<file path="src/rtl/i2c_cmd_sequencer_if.sv">
// Bundles the command, master-handshake and response signals of i2c_cmd_sequencer.
// The sequencer uses the slave modport; whatever drives commands and models the master uses master.
interface i2c_cmd_sequencer_if #(
   parameter int DATA_WIDTH = 8,
   parameter int REG_WIDTH  = 8,
   parameter int ADDR_WIDTH = 7,
   parameter int FIFO_DEPTH = 4
);
   // Command side: a push happens on any clock edge where i_cmd_valid and o_cmd_ready are both high.
   // Response side: a response retires on any edge where o_rsp_valid and i_rsp_ready are both high,
   // and the response fields hold until then.
   logic                         i_cmd_valid;
   logic                         o_cmd_ready;
   logic                         i_cmd_rw;
   logic [REG_WIDTH-1:0]         i_cmd_reg;
   logic [DATA_WIDTH-1:0]        i_cmd_data;
   logic [ADDR_WIDTH-1:0]        i_device_addr;
   logic [15:0]                  i_divider;

   logic                         o_enable;
   logic                         o_rw;
   logic [REG_WIDTH-1:0]         o_reg_addr;
   logic [DATA_WIDTH-1:0]        o_mosi_data;
   logic [ADDR_WIDTH-1:0]        o_device_addr;
   logic [15:0]                  o_divider;
   logic [DATA_WIDTH-1:0]        i_miso_data;
   logic                         i_busy;

   logic                         o_rsp_valid;
   logic                         i_rsp_ready;
   logic                         o_rsp_rw;
   logic [REG_WIDTH-1:0]         o_rsp_reg;
   logic [DATA_WIDTH-1:0]        o_rsp_data;
   logic                         o_rsp_err;

   logic [$clog2(FIFO_DEPTH):0]  o_fifo_count;
   logic                         o_idle;
   logic [2:0]                   o_dbg_state;

   modport slave (
      input  i_cmd_valid, i_cmd_rw, i_cmd_reg, i_cmd_data, i_device_addr, i_divider,
      input  i_miso_data, i_busy, i_rsp_ready,
      output o_cmd_ready, o_enable, o_rw, o_reg_addr, o_mosi_data, o_device_addr, o_divider,
      output o_rsp_valid, o_rsp_rw, o_rsp_reg, o_rsp_data, o_rsp_err,
      output o_fifo_count, o_idle, o_dbg_state
   );

   modport master (
      output i_cmd_valid, i_cmd_rw, i_cmd_reg, i_cmd_data, i_device_addr, i_divider,
      output i_miso_data, i_busy, i_rsp_ready,
      input  o_cmd_ready, o_enable, o_rw, o_reg_addr, o_mosi_data, o_device_addr, o_divider,
      input  o_rsp_valid, o_rsp_rw, o_rsp_reg, o_rsp_data, o_rsp_err,
      input  o_fifo_count, o_idle, o_dbg_state
   );
endinterface

</file>
<file path="src/rtl/i2c_cmd_sequencer.sv">
// Queues register read/write commands and plays them one at a time into i2c_master,
// returning one response per command (with a timeout error if the master never goes busy).
module i2c_cmd_sequencer #(
   parameter int DATA_WIDTH = 8,
   parameter int REG_WIDTH  = 8,
   parameter int ADDR_WIDTH = 7,
   parameter int FIFO_DEPTH = 4,
   parameter int TIMEOUT    = 1024
) (
   input logic                i_clk,
   input logic                i_rst,
   i2c_cmd_sequencer_if.slave bus
);
   localparam int PTR_W = $clog2(FIFO_DEPTH);
   localparam int CNT_W = PTR_W + 1;
   localparam int TMO_W = $clog2(TIMEOUT) + 1;

   localparam logic [CNT_W-1:0] COUNT_FULL = CNT_W'(FIFO_DEPTH);
   localparam logic [CNT_W-1:0] COUNT_ONE  = CNT_W'(1);
   localparam logic [PTR_W-1:0] PTR_ONE    = PTR_W'(1);
   localparam logic [TMO_W-1:0] TMO_LAST   = TMO_W'(TIMEOUT - 1);
   localparam logic [TMO_W-1:0] TMO_ONE    = TMO_W'(1);

   typedef enum logic [2:0] {
      S_IDLE = 3'd0,
      S_LOAD = 3'd1,
      S_ARM  = 3'd2,
      S_RUN  = 3'd3,
      S_DONE = 3'd4
   } state_t;

   state_t                state;

   logic [FIFO_DEPTH-1:0] fifo_rw;
   logic [REG_WIDTH-1:0]  fifo_reg  [FIFO_DEPTH];
   logic [DATA_WIDTH-1:0] fifo_data [FIFO_DEPTH];
   logic [PTR_W-1:0]      wr_ptr;
   logic [PTR_W-1:0]      rd_ptr;
   logic [CNT_W-1:0]      count;
   logic                  push;
   logic                  pop;

   logic [TMO_W-1:0]      tmo_cnt;
   logic                  enable_q;
   logic                  rw_q;
   logic [REG_WIDTH-1:0]  reg_q;
   logic [DATA_WIDTH-1:0] mosi_q;
   logic [ADDR_WIDTH-1:0] dev_q;
   logic [15:0]           div_q;
   logic                  rsp_valid_q;
   logic                  rsp_rw_q;
   logic [REG_WIDTH-1:0]  rsp_reg_q;
   logic [DATA_WIDTH-1:0] rsp_data_q;
   logic                  rsp_err_q;

   assign bus.o_cmd_ready = (count != COUNT_FULL);
   assign push            = bus.i_cmd_valid && bus.o_cmd_ready;
   // A busy master in IDLE means someone else's transaction is still on the wire.
   assign pop             = (state == S_IDLE) && (count != '0) && !bus.i_busy;

   always_ff @(posedge i_clk) begin
      if (push) begin
         fifo_rw[wr_ptr]   <= bus.i_cmd_rw;
         fifo_reg[wr_ptr]  <= bus.i_cmd_reg;
         fifo_data[wr_ptr] <= bus.i_cmd_data;
      end
   end

   always_ff @(posedge i_clk) begin
      if (i_rst) begin
         wr_ptr <= '0;
         rd_ptr <= '0;
         count  <= '0;
      end else begin
         if (push) wr_ptr <= wr_ptr + PTR_ONE;
         if (pop)  rd_ptr <= rd_ptr + PTR_ONE;
         case ({push, pop})
            2'b10:   count <= count + COUNT_ONE;
            2'b01:   count <= count - COUNT_ONE;
            default: count <= count;
         endcase
      end
   end

   always_ff @(posedge i_clk) begin
      if (i_rst) begin
         state       <= S_IDLE;
         tmo_cnt     <= '0;
         enable_q    <= 1'b0;
         rw_q        <= 1'b0;
         reg_q       <= '0;
         mosi_q      <= '0;
         dev_q       <= '0;
         div_q       <= '0;
         rsp_valid_q <= 1'b0;
         rsp_rw_q    <= 1'b0;
         rsp_reg_q   <= '0;
         rsp_data_q  <= '0;
         rsp_err_q   <= 1'b0;
      end else begin
         case (state)
            S_IDLE: begin
               if (pop) begin
                  rw_q   <= fifo_rw[rd_ptr];
                  reg_q  <= fifo_reg[rd_ptr];
                  mosi_q <= fifo_data[rd_ptr];
                  dev_q  <= bus.i_device_addr;
                  div_q  <= bus.i_divider;
                  state  <= S_LOAD;
               end
            end
            S_LOAD: begin
               enable_q <= 1'b1;
               tmo_cnt  <= '0;
               state    <= S_ARM;
            end
            S_ARM: begin
               if (bus.i_busy) begin
                  enable_q <= 1'b0;
                  state    <= S_RUN;
               end else if (tmo_cnt == TMO_LAST) begin
                  enable_q    <= 1'b0;
                  rsp_valid_q <= 1'b1;
                  rsp_rw_q    <= rw_q;
                  rsp_reg_q   <= reg_q;
                  rsp_data_q  <= '0;
                  rsp_err_q   <= 1'b1;
                  state       <= S_DONE;
               end else begin
                  tmo_cnt <= tmo_cnt + TMO_ONE;
               end
            end
            S_RUN: begin
               // Writes echo their own data so every response carries a meaningful byte.
               if (!bus.i_busy) begin
                  rsp_valid_q <= 1'b1;
                  rsp_rw_q    <= rw_q;
                  rsp_reg_q   <= reg_q;
                  rsp_data_q  <= rw_q ? bus.i_miso_data : mosi_q;
                  rsp_err_q   <= 1'b0;
                  state       <= S_DONE;
               end
            end
            S_DONE: begin
               if (bus.i_rsp_ready) begin
                  rsp_valid_q <= 1'b0;
                  state       <= S_IDLE;
               end
            end
            default: state <= S_IDLE;
         endcase
      end
   end

   assign bus.o_enable      = enable_q;
   assign bus.o_rw          = rw_q;
   assign bus.o_reg_addr    = reg_q;
   assign bus.o_mosi_data   = mosi_q;
   assign bus.o_device_addr = dev_q;
   assign bus.o_divider     = div_q;
   assign bus.o_rsp_valid   = rsp_valid_q;
   assign bus.o_rsp_rw      = rsp_rw_q;
   assign bus.o_rsp_reg     = rsp_reg_q;
   assign bus.o_rsp_data    = rsp_data_q;
   assign bus.o_rsp_err     = rsp_err_q;
   assign bus.o_fifo_count  = count;
   assign bus.o_idle        = (state == S_IDLE) && (count == '0);
   assign bus.o_dbg_state   = state;
endmodule

</file>
<file path="src/flat_wrapper.sv">
// flat-port wrapper written by rule: the top's interface ports become plain ports
module i2c_cmd_sequencer_flat 
#(
   parameter int DATA_WIDTH = 8,
   parameter int REG_WIDTH  = 8,
   parameter int ADDR_WIDTH = 7,
   parameter int FIFO_DEPTH = 4,
   parameter int TIMEOUT    = 1024
)
  (i_clk, i_rst, bus_i_cmd_valid, bus_i_cmd_rw, bus_i_cmd_reg, bus_i_cmd_data, bus_i_device_addr, bus_i_divider, bus_i_miso_data, bus_i_busy, bus_i_rsp_ready, bus_o_cmd_ready, bus_o_enable, bus_o_rw, bus_o_reg_addr, bus_o_mosi_data, bus_o_device_addr, bus_o_divider, bus_o_rsp_valid, bus_o_rsp_rw, bus_o_rsp_reg, bus_o_rsp_data, bus_o_rsp_err, bus_o_fifo_count, bus_o_idle, bus_o_dbg_state);
  i2c_cmd_sequencer_if #(.DATA_WIDTH(DATA_WIDTH), .REG_WIDTH(REG_WIDTH), .ADDR_WIDTH(ADDR_WIDTH), .FIFO_DEPTH(FIFO_DEPTH)) bus_i ();
  input logic i_clk;
  input logic i_rst;
  input wire logic [$bits(bus_i.i_cmd_valid)-1:0] bus_i_cmd_valid;
  input wire logic [$bits(bus_i.i_cmd_rw)-1:0] bus_i_cmd_rw;
  input wire logic [$bits(bus_i.i_cmd_reg)-1:0] bus_i_cmd_reg;
  input wire logic [$bits(bus_i.i_cmd_data)-1:0] bus_i_cmd_data;
  input wire logic [$bits(bus_i.i_device_addr)-1:0] bus_i_device_addr;
  input wire logic [$bits(bus_i.i_divider)-1:0] bus_i_divider;
  input wire logic [$bits(bus_i.i_miso_data)-1:0] bus_i_miso_data;
  input wire logic [$bits(bus_i.i_busy)-1:0] bus_i_busy;
  input wire logic [$bits(bus_i.i_rsp_ready)-1:0] bus_i_rsp_ready;
  output wire logic [$bits(bus_i.o_cmd_ready)-1:0] bus_o_cmd_ready;
  output wire logic [$bits(bus_i.o_enable)-1:0] bus_o_enable;
  output wire logic [$bits(bus_i.o_rw)-1:0] bus_o_rw;
  output wire logic [$bits(bus_i.o_reg_addr)-1:0] bus_o_reg_addr;
  output wire logic [$bits(bus_i.o_mosi_data)-1:0] bus_o_mosi_data;
  output wire logic [$bits(bus_i.o_device_addr)-1:0] bus_o_device_addr;
  output wire logic [$bits(bus_i.o_divider)-1:0] bus_o_divider;
  output wire logic [$bits(bus_i.o_rsp_valid)-1:0] bus_o_rsp_valid;
  output wire logic [$bits(bus_i.o_rsp_rw)-1:0] bus_o_rsp_rw;
  output wire logic [$bits(bus_i.o_rsp_reg)-1:0] bus_o_rsp_reg;
  output wire logic [$bits(bus_i.o_rsp_data)-1:0] bus_o_rsp_data;
  output wire logic [$bits(bus_i.o_rsp_err)-1:0] bus_o_rsp_err;
  output wire logic [$bits(bus_i.o_fifo_count)-1:0] bus_o_fifo_count;
  output wire logic [$bits(bus_i.o_idle)-1:0] bus_o_idle;
  output wire logic [$bits(bus_i.o_dbg_state)-1:0] bus_o_dbg_state;
  assign bus_i.i_cmd_valid = bus_i_cmd_valid;
  assign bus_i.i_cmd_rw = bus_i_cmd_rw;
  assign bus_i.i_cmd_reg = bus_i_cmd_reg;
  assign bus_i.i_cmd_data = bus_i_cmd_data;
  assign bus_i.i_device_addr = bus_i_device_addr;
  assign bus_i.i_divider = bus_i_divider;
  assign bus_i.i_miso_data = bus_i_miso_data;
  assign bus_i.i_busy = bus_i_busy;
  assign bus_i.i_rsp_ready = bus_i_rsp_ready;
  assign bus_o_cmd_ready = bus_i.o_cmd_ready;
  assign bus_o_enable = bus_i.o_enable;
  assign bus_o_rw = bus_i.o_rw;
  assign bus_o_reg_addr = bus_i.o_reg_addr;
  assign bus_o_mosi_data = bus_i.o_mosi_data;
  assign bus_o_device_addr = bus_i.o_device_addr;
  assign bus_o_divider = bus_i.o_divider;
  assign bus_o_rsp_valid = bus_i.o_rsp_valid;
  assign bus_o_rsp_rw = bus_i.o_rsp_rw;
  assign bus_o_rsp_reg = bus_i.o_rsp_reg;
  assign bus_o_rsp_data = bus_i.o_rsp_data;
  assign bus_o_rsp_err = bus_i.o_rsp_err;
  assign bus_o_fifo_count = bus_i.o_fifo_count;
  assign bus_o_idle = bus_i.o_idle;
  assign bus_o_dbg_state = bus_i.o_dbg_state;
  i2c_cmd_sequencer #(.DATA_WIDTH(DATA_WIDTH), .REG_WIDTH(REG_WIDTH), .ADDR_WIDTH(ADDR_WIDTH), .FIFO_DEPTH(FIFO_DEPTH), .TIMEOUT(TIMEOUT)) u_core (.i_clk(i_clk), .i_rst(i_rst), .bus(bus_i));
endmodule
</file>
<file path="config.mk">
export PLATFORM = sky130hd
export DESIGN_NAME = i2c_cmd_sequencer_flat
export DESIGN_NICKNAME = d
export VERILOG_FILES = /design/src/rtl/i2c_cmd_sequencer_if.sv /design/src/rtl/i2c_cmd_sequencer.sv /design/src/flat_wrapper.sv
export SDC_FILE = /design/constraint.sdc
export NUM_CORES = 1
export LEC_CHECK = 0
export ABC_AREA = 1
export CAP_MARGIN = 20
export CORE_MARGIN = 3
export CORE_UTILIZATION = 55
export DETAILED_ROUTE_END_ITERATION = 16
export PLACE_DENSITY = 0.85
export SKIP_LAST_GASP = 1
export SYNTH_ARGS = -nofsm -noshare
export SYNTH_HDL_FRONTEND = slang
export SYNTH_SLANG_ARGS = --single-unit
</file>
<file path="constraint.sdc">
create_clock -name i_clk -period 3.8 [get_ports i_clk]
set_clock_uncertainty 0.2 [all_clocks]
set_input_delay 0.76 -clock i_clk [delete_from_list [all_inputs] [get_ports i_clk]]
set_output_delay 0.76 -clock i_clk [all_outputs]
set_load 0.03 [all_outputs]
</file>
# Word level (Yosys, flattened, before mapping)
# Memory sizes are Yosys's and may differ from the RTL's. A register that Yosys moved wholly into a read port is not among the register bits.
# Cells that the tools add are included.
# word_totals
regBits	69
ram_bits	64
output_inout_bits	68
n_memories	2
# memory_table
name	words	word_bits	rd	rd_clocked_by_memory_dff	wr	line	text
u_core.fifo_data	4	8	1	1	1	i2c_cmd_sequencer.sv:36	logic [DATA_WIDTH-1:0] fifo_data [FIFO_DEPTH];
u_core.fifo_reg	4	8	1	1	1	i2c_cmd_sequencer.sv:35	logic [REG_WIDTH-1:0] fifo_reg [FIFO_DEPTH];
# op_classes
n_addsub	5
magnitude_cmp	3
eq_ne	15
muxes	40
reduce_logical	19
# op_table
op	n
two-way mux 8 bit	7
case mux 8 bit (2 select lines)	2
two-way mux 11 bit	2
case mux 11 bit (2 select lines)	1
two-way mux 3 bit	5
case mux 3 bit (5 select lines)	1
two-way mux 1 bit	14
adder 11 x 1 -> 11 bit (second input constant)	1
== test 11 x 10 -> 1 bit (second input constant)	1
!= test 2 bit (second input constant)	4
AND reduction 4 bit	2
== test 3 x 2 -> 1 bit (second input constant)	2
zero test 3 bit	2
less-than comparator 2 x 3 -> 1 bit (second input constant)	2
case mux 1 bit (2 select lines)	3
case mux 3 bit (2 select lines)	1
nonzero test 2 bit	3
nonzero test 3 bit	2
logical AND 1 bit	5
AND reduction 5 bit	1
adder 2 x 1 -> 2 bit (second input constant)	2
bitwise mux 4 bit	1
!= test 2 x 1 -> 1 bit (second input constant)	2
AND reduction 2 bit	2
other kinds (14)	14

# Depth between registers and ports, before layout
# Gate-level depths: netlist (run 1).
# depth
depth_word	5
ltp_mapped	13
mapped_depth_nobuf	12

# Worst setup path after synthesis (run 1)
# No wires, ideal clock.
# synth_timing
path_kind	input -> register
startpoint	input bus_i_busy
endpoint	register u_core.count[2] (netlist: u_core.bus.o_fifo_count[2])
setup_time_ps	122
arrival_time_ps	2223
slack_ps	1255
stages	11
cell_sequence	nor2_1 -> nand2_1 -> inv_2 -> buf_2 -> ha_1 -> inv_1 -> fa_1 -> a21oi_1 -> o21ai_0 -> o21ai_0 -> a21oi_1
# synth_between
elab_chain_len	4
# synth_rtl
item	line	text
start, declared	flat_wrapper.sv:21	input wire logic [$bits(bus_i.i_busy)-1:0] bus_i_busy;
zero test 1 bit *	i2c_cmd_sequencer.sv:59	assign pop = (state == S_IDLE) && (count != '0) && !bus.i_busy;
logical AND 1 bit *	i2c_cmd_sequencer.sv:59	
named net u_core.pop	i2c_cmd_sequencer.sv:41	logic pop;
== test 2 x 1 -> 1 bit / == test 2 bit (equally long branches)	i2c_cmd_sequencer.sv:77	case ({push, pop})
case mux 3 bit (2 select lines) / nonzero test 2 bit (equally long branches)	n/a	
end signal, assigned	i2c_cmd_sequencer.sv:78	2'b10: count <= count + COUNT_ONE;
end signal, assigned	i2c_cmd_sequencer.sv:79	2'b01: count <= count - COUNT_ONE;
end signal, assigned	i2c_cmd_sequencer.sv:80	default: count <= count;
end, declared	i2c_cmd_sequencer.sv:39	logic [CNT_W-1:0] count;
# The timed path passes the listed nets; every way through them passes the cells marked *.
# A chain may end at the register's enable or synchronous reset.

# Worst setup path after layout (run 1)
# layout_timing
startpoint	register u_core.state[1] (netlist: u_core.bus.o_dbg_state[1])
endpoint	output bus_o_idle
# layout_between
elab_chain_len	2
# layout_rtl
item	line	text
start, declared	i2c_cmd_sequencer.sv:32	state_t state;
start signal, assigned	i2c_cmd_sequencer.sv:87	state <= S_IDLE;
start signal, assigned	i2c_cmd_sequencer.sv:109	state <= S_LOAD;
start signal, assigned	i2c_cmd_sequencer.sv:115	state <= S_ARM;
zero test 3 bit	i2c_cmd_sequencer.sv:167	assign bus.o_idle = (state == S_IDLE) && (count == '0);
logical AND 1 bit	i2c_cmd_sequencer.sv:167	
end, declared	flat_wrapper.sv:36	output wire logic [$bits(bus_i.o_idle)-1:0] bus_o_idle;
# Every way passes these cells.

==> results.yml, run 1 <==
timing:
  rsz0062_at_grt: "no"
  relSlewSlack_pct: 39.2
  setup_violations: 0
  slew_violations: 0
  hold_ws_ps: 281
  finalCriticalPeriod_ps: 2930
  fin_crit_sh_pct: 77.2
  timing.setup.tns_ps: 0
  fmax_ghz: 0.341
  worstMarginPinSlew_ps: 907
  hold_viol: 0
grt:
  grt_use_met2_pct: 45.8
  antenna_found_initial: 0
  grt_max_degree: 47
  grt_pass1_wl_um: 23800
  grt_pass1_vias: 4982
  grt_busiest_layer: "met2"
  track_usage_pct: 26.0
  met3_usage_pct: 6.11
  grtUsageMet1_pct: 30.2
  grt_overflow: 0
logic_synthesis:
  async_reset_ff_share_pct: 0
  synthDominantCellAreaShare_pct: 34.4
  syn_area_per_cell_um2: 9.01
  netlist_instances: 659
  syn_area_um2: 5940
  synth.net_count: 719
  ys_seq_area_share_pct: 61.7
  synth-main-ff-cell: "dfxtp_1"
  synth_top_area_cell: "edfxtp_1"
  synth_edf_count: 68
  synth_seq_cells: 149
  yosysMostFrequentCell: "nor2_1"
  yosys-top-cells-area: "edfxtp_1 34%, dfxtp_1 27%, nor2_1 11%"
  synth_warnings: 0
  synthTopCellsByCount: "172 x nor2_1, 103 x nand2_1, 85 x o21ai_0, 81 x dfxtp_1, 68 x edfxtp_1"
  ys_types: 26
setup_path:
  path_cells: "inv_1, nand3_1, nor2_1, clkdlybuf4s50_1"
  critical_path_arrival_ps: 1970
  critPathTopFamily: "buffers and inverters"
  worstSetupEndpointType: "primary output"
  startpoint_type: "register"
  cp.buffers_inverters: 2
  critPathMaxFanout: 6
  crit_type: "register to primary output"
  max_stage_delay_ps: 680
  critPathSlowestCell: "clkdlybuf4s50_1"
  worstPathRequired_ps: 2840
power_and_ir_drop:
  irDropWorstVdd_uv: 481
  power_density_nw_per_um2: 744
  p_leak_nw: 2.98
drt:
  drt-total-wl_um: 15000
  drc: 0
  wl_per_cell_um: 16.2
  num_vias: 5063
  antenna_left: 0
  drt_iter0_drc: 355
  drt-pass1-iter-count: 5
  via_per_inst: 5.46
finish:
  stdcell_count: 927
  layout-drive-gt1-share_pct: 6.95
  multi_input_area_um2: 1990
  syn_to_final_growth_pct: 33.0
  diodes: 0
  nets: 838
  num-fill-cells: 705
  final_area_um2: 7900
  ff_latch_area_um2: 3660
clock_tree:
  clockBufferDepth: 2
  path_clk_slew_ps: 70
  cts_root_buffer: "clkbuf_8"
  numCtsBuffers: 17
  clock_sinks: 149
  cts_tree: "done"
  post_cts_buffers: 0
  ctsResizeCount: 0
  htreeDepth: 4
  clock_latency_ps: 530
  ctsHoldBuffers: 0
placement:
  place.gp.congestion: 0.843
  hpwl_um: 9480
  io_buffers: 120
  placed_area_um2: 7250
  placedCellCount: 895
floorplan:
  core_um2: 10400
  core.rowCount: 37
  start_util_pct: 57.0
  die_w_um: 110
  io_pins: 121
  die-area_um2: 12100
  chipHeight_um: 110
min_path:
  min_path_type: "register to register"
flow_run:
  cap_violations: 0
outcome:
  status: "finished, final reports clean"
## final cells by class
type	instances	area share, %
clock buffers	17	5.24
clock inverters	15	2.91
inverters	40	1.90
multi-input cells	441	25.2
flip-flops and latches	149	46.4
well taps	136	2.15
repair buffers	129	16.2
## layer usage
metal	vias up	part of all wire, %	wire, um
met1	2395	39	5810
met5	-	0	0
li1	2417	-	-
met3	39	6.3	944
met4	0	2.5	381
met2	212	52	7870
## worst paths after layout
kind	start	end	slack (ps)	cells after the start
max	u_core.bus.o_dbg_state[1]	bus_o_idle	870	4
min	u_core.bus.o_divider[8]	u_core.bus.o_divider[8]	280	2
max reg2reg	u_core.rd_ptr[0]	u_core.bus.o_reg_addr[7]	1140	6
min reg2reg	u_core.bus.o_divider[8]	u_core.bus.o_divider[8]	280	2
## placed cells by master, fill, tap and decap left out, types with 6 or more instances in the layout
cell type / instances
a21oi_1: 27
buf_4: 8
clkbuf_16: 16
clkdlybuf4s50_1: 120
dfxtp_1: 81
edfxtp_1: 68
ha_1: 6
inv_1: 33
inv_6: 6
nand2_1: 103
nand3_1: 12
nor2_1: 172
o21ai_0: 85
o22ai_1: 17
## cell families after synthesis
| group | count (synthesis) | synth area share (%) |
|---|---|---|
| AO/OA/AOI/OAI | 133 | 11.8 |
| adder cells (fa/ha/maj) | 7 | 1.60 |
| buffers and inverters | 69 | 4.78 |
| flip-flops | 149 | 61.7 |
| AND/OR/NAND/NOR | 301 | 20.1 |
## stage by stage
stage / util, % / setup WS, ps / power [W]
after global placement: 69.6 / 900 / 0.00399
after detailed placement: 69.6 / 758 / 0.00406
after floorplan: - / 1250 / 0.00333
final: 75.8 / 865 / 0.00588
after global routing: 75.8 / 776 / 0.00615
after CTS: 75.8 / 865 / 0.00589
## worst reg2reg max path: cells and delay by family, from the launching register on
kind                   cells  cell delay, ps
AO/OA/AOI/OAI              2             720
flip-flops                 1             310
buffers and inverters      2            1150
AND/OR/NAND/NOR            2             180
## where the power goes
part           switching [W]  internal, W
Combinational        0.00123     0.000687
Sequential          0.000187      0.00196
Clock               0.000717      0.00110
No activity file was read; power rests on OpenSTA's default activity.
==> run 2, diff against run 1 <==
CORE_UTILIZATION = 51   (was 55)
PLACE_DENSITY = 0.79   (was 0.85)
clock period = 3 ns   (was 3.8 ns; I/O delays follow)
==> run 2 against run 1 <==
Compared with the run above:
- hold slack worse by 20 ps
- register-to-register slack got worse by 540 ps
- count of clock-buffer cells in the layout up 5
- setup slack got worse by 580 ps
- highest routed layer unchanged
==> results.yml, run 2 (synthesis gave the netlist of run 1 again) <==
drt:
  drt_iter0_drc: 379
  antenna_left: 0
  via_per_inst: 5.38
  wl_per_cell_um: 15.8
  drt-total-wl_um: 14800
  drc: 0
  drt-pass1-iter-count: 5
  num_vias: 5033
clock_tree:
  cts_tree: "done"
  clock_latency_ps: 410
  ctsHoldBuffers: 0
  post_cts_buffers: 0
  htreeDepth: 4
  ctsResizeCount: 0
  cts_root_buffer: "clkbuf_16"
  clock_sinks: 149
  clockBufferDepth: 2
  numCtsBuffers: 17
  path_clk_slew_ps: 60
power_and_ir_drop:
  power_frac_comb_pct: 32.9
  p_leak_nw: 3.00
  power_density_nw_per_um2: 934
  irDropWorstVdd_uv: 696
  switching_power_w: 0.00258
  swShare_pct: 34.8
  power.total_w: 0.00741
  p_int_w: 0.00483
  p_seq_share_pct: 36.5
  pwr-share-clk_pct: 30.6
timing:
  relSlewSlack_pct: 64.7
  fin_crit_sh_pct: 90.4
  timing.setup.tns_ps: 0
  hold_ws_ps: 262
  setup_violations: 0
  finalCriticalPeriod_ps: 2710
  slew_violations: 0
  fmax_ghz: 0.369
  hold_viol: 0
  rsz0062_at_grt: "no"
  worstMarginPinSlew_ps: 529
setup_path:
  path_cells: "inv_2, nand3_1, nor2_1, clkdlybuf4s50_1"
  critical_path_arrival_ps: 1910
  critPathMaxFanout: 5
  worstPathRequired_ps: 2200
  startpoint_type: "register"
  rr_startpoint: "u_core.bus.o_dbg_state[0]"
  reg2reg_to: "u_core.bus.o_fifo_count[2]"
  cp.buffers_inverters: 2
  worstSetupEndpointType: "primary output"
  ff2ff_path_depth: 12
  max_stage_delay_ps: 680
  critPathSlowestCell: "clkdlybuf4s50_1"
  critPathTopFamily: "buffers and inverters"
  ff2ff_setup_slack_ps: 600
  crit_type: "register to primary output"
finish:
  ff_latch_area_um2: 3660
  layout_commonest_cell: "nor2_1"
  nets: 843
  syn_to_final_growth_pct: 33.7
  final_area_um2: 7940
  layout-drive-gt1-share_pct: 7.16
  multi_input_area_um2: 1990
  diodes: 0
  num-fill-cells: 832
  postLayoutCoreUtil_pct: 71.4
  final_cell_mix: "172 x nor2_1, 120 x clkdlybuf4s50_1, 103 x nand2_1"
flow_run:
  cap_violations: 0
placement:
  hpwl_um: 9580
  io_buffers: 120
  place.gp.congestion: 0.936
  placed_area_um2: 7300
grt:
  grt_max_degree: 43
  grt_overflow: 0
  grt_pass1_wl_um: 23400
  track_usage_pct: 23.0
  antenna_found_initial: 0
  grt_pass1_vias: 4768
floorplan:
  io_pins: 121
  core_um2: 11100
  core.rowCount: 38
  die-area_um2: 13000
  start_util_pct: 53.4
  die_w_um: 114
  chipHeight_um: 114
outcome:
  status: "finished, final reports clean"
min_path:
  hold_depth: 2
  min_path_type: "register to register"
  hp-start: "u_core.bus.o_rsp_data[0]"
  hold_end: "u_core.bus.o_rsp_data[0]"
==> run 2: area by class of cell <==
cell class | instances | share of cell area (%)
multi-input combinational | 441 | 25.1
tap | 140 | 2.21
inverter | 40 | 1.89
timing repair buffer | 134 | 16.6
clock inverter | 10 | 2.11
clock buffer | 22 | 5.99
sequential | 149 | 46.1
==> run 2: per-layer routing <==
layer	vias up	global-route usage, %	part of all wire (%)
li1	2433	-	-
met4	0	7.28	1.5
met5	-	0	0
met1	2358	28.7	41
met2	217	39.4	50
met3	25	5.78	7.5
==> run 2: tightest hold or removal path: stages, from the launching register on <==
cell,delay [ps]
dfxtp_1,310
nand2_1,60
a21oi_1,50
==> run 2: through the flow <==
stage          setup WS [ps]  std cells
6_report                 287        936
3_3_place_gp             370        904
2_1_floorplan            485        659
4_1_cts                  311        936
3_5_place_dp             289        904
5_1_grt                  209        936
==> run 2: worst max path at each step <==
| stage | from | end | slack [ps] | depth (start not counted) |
|---|---|---|---|---|
| after global routing | u_core.bus.o_dbg_state[0] | bus_o_idle | 210 | 4 |
| after CTS | u_core.bus.o_dbg_state[0] | bus_o_idle | 310 | 4 |
| after floorplan | u_core.bus.o_dbg_state[1] | u_core.bus.o_fifo_count[2] | 490 | 13 |
| after global placement | bus_i_busy | u_core.bus.o_fifo_count[2] | 370 | 11 |
| after detailed placement | bus_i_busy | u_core.bus.o_fifo_count[2] | 290 | 11 |
| final | u_core.bus.o_dbg_state[0] | bus_o_idle | 290 | 4 |
==> run 2: power groups by stage <==
| stage | Clock [W] | Sequential [W] | Combinational, W |
|---|---|---|---|
| 6_report | 0.00227 | 0.00271 | 0.00244 |
| 5_1_grt | 0.00239 | 0.00274 | 0.00265 |
| 4_1_cts | 0.00229 | 0.00270 | 0.00245 |
| 3_5_place_dp | 0 | 0.00274 | 0.00242 |
| 3_3_place_gp | 0 | 0.00272 | 0.00236 |
| 2_1_floorplan | 0 | 0.00318 | 0.00105 |
==> run 3, diff against run 2 <==
CTS_CLUSTER_DIAMETER = 80   (was default)
==> results of run 3 <==
Final layout, timing and power as in run 2 (identical DEF).
